--- config.mk ---
export PLATFORM = sky130hd
export DESIGN_NAME = dlfloat_mul_arbiter
export DESIGN_NICKNAME = d
export VERILOG_FILES = /design/src/rtl/dlfloat_pkg.sv /design/src/rtl/dlfloat_mul_core.sv /design/src/rtl/dlfloat_mul_arbiter.sv
export SDC_FILE = /design/constraint.sdc
export NUM_CORES = 1
export LEC_CHECK = 0
export BUFFER_PORTS_ARGS = -buffer_cell sky130_fd_sc_hd__buf_2
export CELL_PAD_IN_SITES_DETAIL_PLACEMENT = 0
export CELL_PAD_IN_SITES_GLOBAL_PLACEMENT = 1
export CORE_ASPECT_RATIO = 0.6
export CORE_MARGIN = 2
export CORE_UTILIZATION = 41
export DETAILED_ROUTE_END_ITERATION = 10
export GPL_TIMING_DRIVEN = 0
export PLACE_DENSITY = 0.8
export SLEW_MARGIN = 20
export SYNTH_ARGS = -nofsm -noshare
export SYNTH_HDL_FRONTEND = slang
export SYNTH_SLANG_ARGS = --single-unit
--- constraint.sdc ---
create_clock -name clk -period 9.4 [get_ports clk]
set_input_delay 0.47 -clock clk [delete_from_list [all_inputs] [get_ports clk]]
set_output_delay 0.47 -clock clk [all_outputs]
set_load 0.005 [all_outputs]
--- src/rtl/dlfloat_pkg.sv ---
// DLFloat16 format constants, field layout and the packed operand type
// shared by the multiplier core and the arbiter.
package dlfloat_pkg;

   localparam int DLF_W    = 16;
   localparam int EXP_W    = 6;
   localparam int FRAC_W   = 9;
   localparam int EXP_BIAS = 31;

   localparam int SIGN_IDX = 15;
   localparam int EXP_MSB  = 14;
   localparam int EXP_LSB  = 9;
   localparam int FRAC_MSB = 8;
   localparam int FRAC_LSB = 0;

   localparam logic [DLF_W-1:0] DLF_ZERO    = 16'h0000;
   // Largest finite magnitude; all-ones exponent with all-ones fraction is reserved.
   localparam logic [DLF_W-2:0] DLF_MAX_MAG = 15'h7FFE;

   typedef struct packed {
      logic              sign;
      logic [EXP_W-1:0]  exp;
      logic [FRAC_W-1:0] frac;
   } dlf_t;

   // A zero exponent encodes zero; subnormals are not represented.
   function automatic logic dlf_is_zero(input dlf_t x);
      return (x.exp == 6'd0);
   endfunction

endpackage

--- src/rtl/dlfloat_mul_core.sv ---
// Combinational DLFloat16 multiplier: round-to-nearest-even, flush-to-zero
// on underflow, saturation to the largest finite value on overflow.
module dlfloat_mul_core
   import dlfloat_pkg::*;
(
   input  dlf_t a,
   input  dlf_t b,
   output dlf_t p
);

   logic [9:0]        man_a_s;
   logic [9:0]        man_b_s;
   logic [19:0]       prod_s;
   logic              norm_s;
   logic [8:0]        frac_t_s;
   logic              guard_s;
   logic              sticky_s;
   logic              rnd_up_s;
   logic [9:0]        frac_r_s;
   logic signed [8:0] exp_s;
   logic              sign_s;

   // Multiply significands, normalise, round and pack the result.
   always_comb begin
      sign_s   = a.sign ^ b.sign;
      man_a_s  = {1'b1, a.frac};
      man_b_s  = {1'b1, b.frac};
      prod_s   = {10'd0, man_a_s} * {10'd0, man_b_s};
      norm_s   = prod_s[19];
      if (norm_s) begin
         frac_t_s = prod_s[18:10];
         guard_s  = prod_s[9];
         sticky_s = |prod_s[8:0];
      end else begin
         frac_t_s = prod_s[17:9];
         guard_s  = prod_s[8];
         sticky_s = |prod_s[7:0];
      end
      rnd_up_s = guard_s & (sticky_s | frac_t_s[0]);
      frac_r_s = {1'b0, frac_t_s} + {9'd0, rnd_up_s};
      // A rounding carry out of the fraction leaves frac_r_s[8:0] at zero and bumps the exponent.
      exp_s    = $signed({3'b000, a.exp}) + $signed({3'b000, b.exp}) - 9'sd31
               + $signed({8'd0, norm_s}) + $signed({8'd0, frac_r_s[9]});
      if (dlf_is_zero(a) || dlf_is_zero(b)) begin
         p = DLF_ZERO;
      end else if (exp_s < 9'sd1) begin
         p = DLF_ZERO;
      end else if ((exp_s > 9'sd63) || ((exp_s == 9'sd63) && (frac_r_s[8:0] == 9'h1FF))) begin
         p = {sign_s, DLF_MAX_MAG};
      end else begin
         p = {sign_s, exp_s[5:0], frac_r_s[8:0]};
      end
   end

endmodule

--- src/rtl/dlfloat_mul_arbiter.sv ---
// Round-robin arbiter sharing one DLFloat16 multiplier among NUM_REQ
// requesters through a two-stage pipeline with a tagged, backpressured
// response port.
module dlfloat_mul_arbiter
   import dlfloat_pkg::*;
#(
   parameter int NUM_REQ = 4,
   parameter int ID_W    = $clog2(NUM_REQ),
   parameter int CNT_W   = 16
) (
   input  logic                  clk,
   input  logic                  rst_n,
   input  logic [NUM_REQ-1:0]    req_valid,
   output logic [NUM_REQ-1:0]    req_ready,
   input  logic [NUM_REQ*16-1:0] req_a,
   input  logic [NUM_REQ*16-1:0] req_b,
   output logic                  rsp_valid,
   input  logic                  rsp_ready,
   output logic [ID_W-1:0]       rsp_id,
   output logic [15:0]           rsp_data,
   output logic                  busy,
   output logic [CNT_W-1:0]      op_count
);

   logic [ID_W-1:0]  rr_ptr_r;
   logic             s1_v_r;
   logic [ID_W-1:0]  s1_id_r;
   dlf_t             s1_a_r;
   dlf_t             s1_b_r;
   logic             s2_v_r;
   logic [ID_W-1:0]  rsp_id_r;
   logic [15:0]      rsp_data_r;
   logic             busy_r;
   logic [CNT_W-1:0] op_count_r;

   logic             grant_any_s;
   logic [ID_W-1:0]  grant_id_s;
   logic [ID_W-1:0]  rr_next_s;
   logic             s2_free_s;
   logic             s1_adv_s;
   logic             s1_free_s;
   logic             accept_s;
   logic             deliver_s;
   logic             s1_v_next_s;
   logic             s2_v_next_s;
   dlf_t             sel_a_s;
   dlf_t             sel_b_s;
   dlf_t             core_p_s;
   int               idx_v;

   // Round-robin search starting at rr_ptr for the first valid requester.
   always_comb begin
      grant_any_s = 1'b0;
      grant_id_s  = '0;
      idx_v       = 0;
      for (int k = 0; k < NUM_REQ; k++) begin
         idx_v = int'(rr_ptr_r) + k;
         if (idx_v >= NUM_REQ) begin
            idx_v = idx_v - NUM_REQ;
         end else begin
            idx_v = idx_v;
         end
         if (!grant_any_s && req_valid[idx_v]) begin
            grant_any_s = 1'b1;
            grant_id_s  = idx_v[ID_W-1:0];
         end else begin
            grant_any_s = grant_any_s;
         end
      end
   end

   // Stall/advance handshake, next-pointer and operand selection.
   always_comb begin
      s2_free_s = ~s2_v_r | rsp_ready;
      s1_adv_s  = s1_v_r & s2_free_s;
      s1_free_s = ~s1_v_r | s1_adv_s;
      accept_s  = grant_any_s & s1_free_s & rst_n;
      deliver_s = s2_v_r & rsp_ready;
      if (int'(grant_id_s) == NUM_REQ - 1) begin
         rr_next_s = '0;
      end else begin
         rr_next_s = grant_id_s + {{(ID_W-1){1'b0}}, 1'b1};
      end
      sel_a_s     = req_a[16*int'(grant_id_s) +: 16];
      sel_b_s     = req_b[16*int'(grant_id_s) +: 16];
      s1_v_next_s = accept_s | (s1_v_r & ~s1_adv_s);
      s2_v_next_s = s1_adv_s | (s2_v_r & ~deliver_s);
   end

   // One-hot ready to the granted requester when stage 1 can take it.
   always_comb begin
      req_ready = '0;
      for (int i = 0; i < NUM_REQ; i++) begin
         if (accept_s && (int'(grant_id_s) == i)) begin
            req_ready[i] = 1'b1;
         end else begin
            req_ready[i] = 1'b0;
         end
      end
   end

   dlfloat_mul_core u_core (
      .a (s1_a_r),
      .b (s1_b_r),
      .p (core_p_s)
   );

   // Pipeline registers, round-robin pointer and delivery counter.
   always_ff @(posedge clk) begin
      if (!rst_n) begin
         rr_ptr_r   <= '0;
         s1_v_r     <= 1'b0;
         s1_id_r    <= '0;
         s1_a_r     <= DLF_ZERO;
         s1_b_r     <= DLF_ZERO;
         s2_v_r     <= 1'b0;
         rsp_id_r   <= '0;
         rsp_data_r <= DLF_ZERO;
         busy_r     <= 1'b0;
         op_count_r <= '0;
      end else begin
         s1_v_r <= s1_v_next_s;
         s2_v_r <= s2_v_next_s;
         busy_r <= s1_v_next_s | s2_v_next_s;
         if (accept_s) begin
            s1_id_r  <= grant_id_s;
            s1_a_r   <= sel_a_s;
            s1_b_r   <= sel_b_s;
            rr_ptr_r <= rr_next_s;
         end else begin
            rr_ptr_r <= rr_ptr_r;
         end
         if (s1_adv_s) begin
            rsp_id_r   <= s1_id_r;
            rsp_data_r <= core_p_s;
         end else begin
            rsp_id_r   <= rsp_id_r;
         end
         if (deliver_s) begin
            op_count_r <= op_count_r + {{(CNT_W-1){1'b0}}, 1'b1};
         end else begin
            op_count_r <= op_count_r;
         end
      end
   end

   assign rsp_valid = s2_v_r;
   assign rsp_id    = rsp_id_r;
   assign rsp_data  = rsp_data_r;
   assign busy      = busy_r;
   assign op_count  = op_count_r;

endmodule

==> summary.md <==
| Metric | Value |
|---|---|
| Status | complete, no violations |
| Vias in the first global route | 7485 |
| Slew @ Worst Pin | 630 ps |
| Hpwl dp | 19.8 mm |
| Total grt overflow | 0 |
| Area post-placement | 0.00943 mm2 |
| CTS max path bufs | 2 |
| Main synth FF type | dfxtp_1 |
| Worst reg2reg path startpoint | s1_a_r[6] |
| Hold_buf cts | 0 |
| Final Cycle Share | 89.7% |
| Crit-path max cell delay | 570 ps |
| Max FO, Critical Path | 10 |
| Final nets | 1510 |
| Clk_lat worst skew | 330 ps |
| DIE WIDTH | 187 um |
| I/O pin count | 175 |
| Utilization after layout | 49.2% |
| Largest net degree at the start of global routing | 15 |
| Post-route ant nets | 0 |
| Seq/Total Area, Yosys | 17.8% |
| Initial antenna violation count | 0 |
| Clock Pin Slew Worst Setup and Hold Paths | 60 ps |
| PortBufs | 174 |
| Setup WS pre-CTS | 1010 ps |
| Final setup fails | 0 |
| Reg2Reg Setup Slack | 960 ps |
| Cell area after synthesis | 0.00822 mm2 |
| Largest family of logic cells by synthesized area | adder cells |
| Die area | 0.0212 mm2 |
| Tmin final | 8440 ps |
| Post-Synth Adder-Cell Area | 26.6% |
| Min Hold Slack | 442 ps |
| Final worst setup slack | 964 ps |
| WP data required | 9620 ps |
| Synth unique cells | 71 |
| Number of max-cap violations | 0 |
| Rel. slew slack | 56.9% |
| Worst Path Arrival | 8650 ps |
| Synth async-reset ratio | 0% |
| Gpl congestion | 0.900 |
| All-Layer GR Usage | 22.7% |
| Synth Area in Simple Gates | 26.5% |
| Final Instance Area | 0.00976 mm2 |
| Power Total | 1.84 mW |
| Post-CTS resize count | 0 |
| Die H | 114 um |
| Leakage power | 4.77 nW |
| Multiplexer area fraction after synthesis | 1.39% |
| Hold Fails Final Rpt | 0 |
| Initial core utilization | 41.5% |
| DRT Pass-1 Iters | 4 |
| Count leader, synth | nand2_1 |
| ANT cells | 0 |
| Synth Area in Compound Gates | 15.2% |
| Vias per inst | 5.08 |
| Global-route wire length before repair | 38.8 mm |
| Placed cell count | 1501 |
| Slew Viols, Final | 0 |
| Hold Crit Start | rsp_data[12] |
| Layout cells sized above 1 | 17.6% |
| Hold endpoint | rsp_data[12] |
| DR iter-0 viols | 488 |
| Post-synth top cells | 182 x nand2_1, 98 x inv_1, 73 x dfxtp_1, 72 x ha_1 |
| DR WL/cell | 15.6 um |
| Cell Count, Final, Fillers Out | 1517 |
| Setup Skew | 8.86 ps |
| CP max-delay cell | fa_1 |
| Synth top area share | 17.8% |
| Setup Total Neg Slack | 0 ps |
| DRC | 0 |
| Root Buffer | clkbuf_16 |
| Setup Buffers After CTS | 0 |
| Top post-synthesis cells by area | dfxtp_1 18%, fa_1 16%, ha_1 11%, nand2_1 8.3%, inv_1 4.5% |
| Avg Inst Size Synth | 7.80 um2 |
| XOR/XNOR share of the synthesized area | 5.33% |
| Reg2Reg Capture Point | rsp_data[15] |
| Register bit count reported by yosys | 73 |
| Drt total wl | 23.6 mm |
| Core area | 0.0198 mm2 |
| Total nets after synthesis | 1325 |
| Pwr dens | 189 mW/mm2 |
| Startpoint types | flop |
| TritonCTS Buffers | 9 |
| CP Class | reg -> reg |
| Yosys warnings | 0 |
| Maximum VDD drop | 0.101 mV |
| Row cnt | 40 |
| Crit path capture type | flop |
| Fmax | 119 MHz |
| R2r worst-path depth | 31 |
| Biggest area consumer among synthesized cells | dfxtp_1 |
| Post-synth EDFFs | 0 |
| Routed vias | 7700 |
| Crit path top cell by count | fa_1 |
| Synth Instances | 1054 |
| Hold depth | 2 |
| H-tree levels | 3 |
| RSZ-0062 raised after global routing | no |
| CTS tree | yes |
| Hold Path Class | reg -> reg |
| Area growth, synth to finish | 18.7% |
| Clock Sink Count | 73 |
critical path: cells and delay by family (launching register included):
kind                       cells  cell delay (ps)
adders and majority gates      8             3310
and+or+nand+nor                9             1600
buffers and inverters          7              890
xor gates and xnor gates       1              330
DFF                            1              330
AOI/OAI and AO/OA              6             1830
placed cells by master, fill, tap and decap left out, types with 5 or more instances in the layout:
master / instances
nor2_1: 64
clkbuf_1: 45
inv_1: 98
a21oi_1: 44
o21a_1: 5
dfxtp_1: 73
buf_2: 181
mux2i_1: 8
a21o_1: 7
nor2b_1: 34
buf_1: 5
xor2_1: 14
fa_1: 64
ha_1: 72
nor3_1: 9
o21ai_1: 15
nand2_1: 182
a311oi_1: 20
clkbuf_16: 9
xnor2_1: 31
nand4_1: 6
o21ai_0: 38
a21boi_1: 9
nand3_1: 51
and2_1: 48
and3_1: 30
cells by family (layout without fill, tap and decap cells):
group / after synthesis / after routing
AO/OA/AOI/OAI: 181 / 181
XOR/XNOR: 47 / 47
adder cells (fa/ha/maj): 136 / 136
buffers and inverters: 156 / 346
flip-flops: 73 / 73
multiplexers: 10 / 10
AND/OR/NAND/NOR: 451 / 451
where the power goes:
group	leakage (nW)	switching (mW)	internal [mW]	total, mW
sequential	0.599	0.0327	0.347	0.379
clock	0.153	0.143	0.235	0.378
combinational	4.01	0.663	0.424	1.09
total	4.77	0.839	1.01	1.84
sequential cells by signal, indices dropped and copies added (netlist names), 2 cells and up:
signal / flops
s1_b_r: 16
rsp_id: 2
rsp_data: 16
rr_ptr_r: 2
op_count: 16
s1_a_r: 16
s1_id_r: 2
layer usage:
metal / wire length (um) / global-route usage (%) / up-vias
met4: 133 / 3.39 / 0
met2: 9340 / 33.3 / 239
met3: 1490 / 4.46 / 9
li1: - / - / 3888
met5: 0 / 0 / -
met1: 12600 / 34.9 / 3564
worst max path at each step:
stage	endpoint	depth (start not counted)	from
after floorplan	rsp_data[0]	32	s1_a_r[5]
after global placement	rsp_data[1]	33	s1_a_r[6]
after detailed placement	rsp_data[15]	33	s1_a_r[5]
after CTS	rsp_data[12]	31	s1_a_r[5]
after global routing	rsp_data[2]	34	s1_a_r[6]
final	rsp_data[15]	31	s1_a_r[6]
cell type report:
cell class | count | area, um2
plain buffers | 58 | 230
clock buffers | 9 | 225
clock inverters | 7 | 101
fillers | 2033 | 10100
inverters | 98 | 368
multi-input cells | 825 | 6160
flip-flops and latches | 73 | 1460
well taps | 273 | 342
repair buffers | 174 | 871
Power figures use the tool's default switching activity.
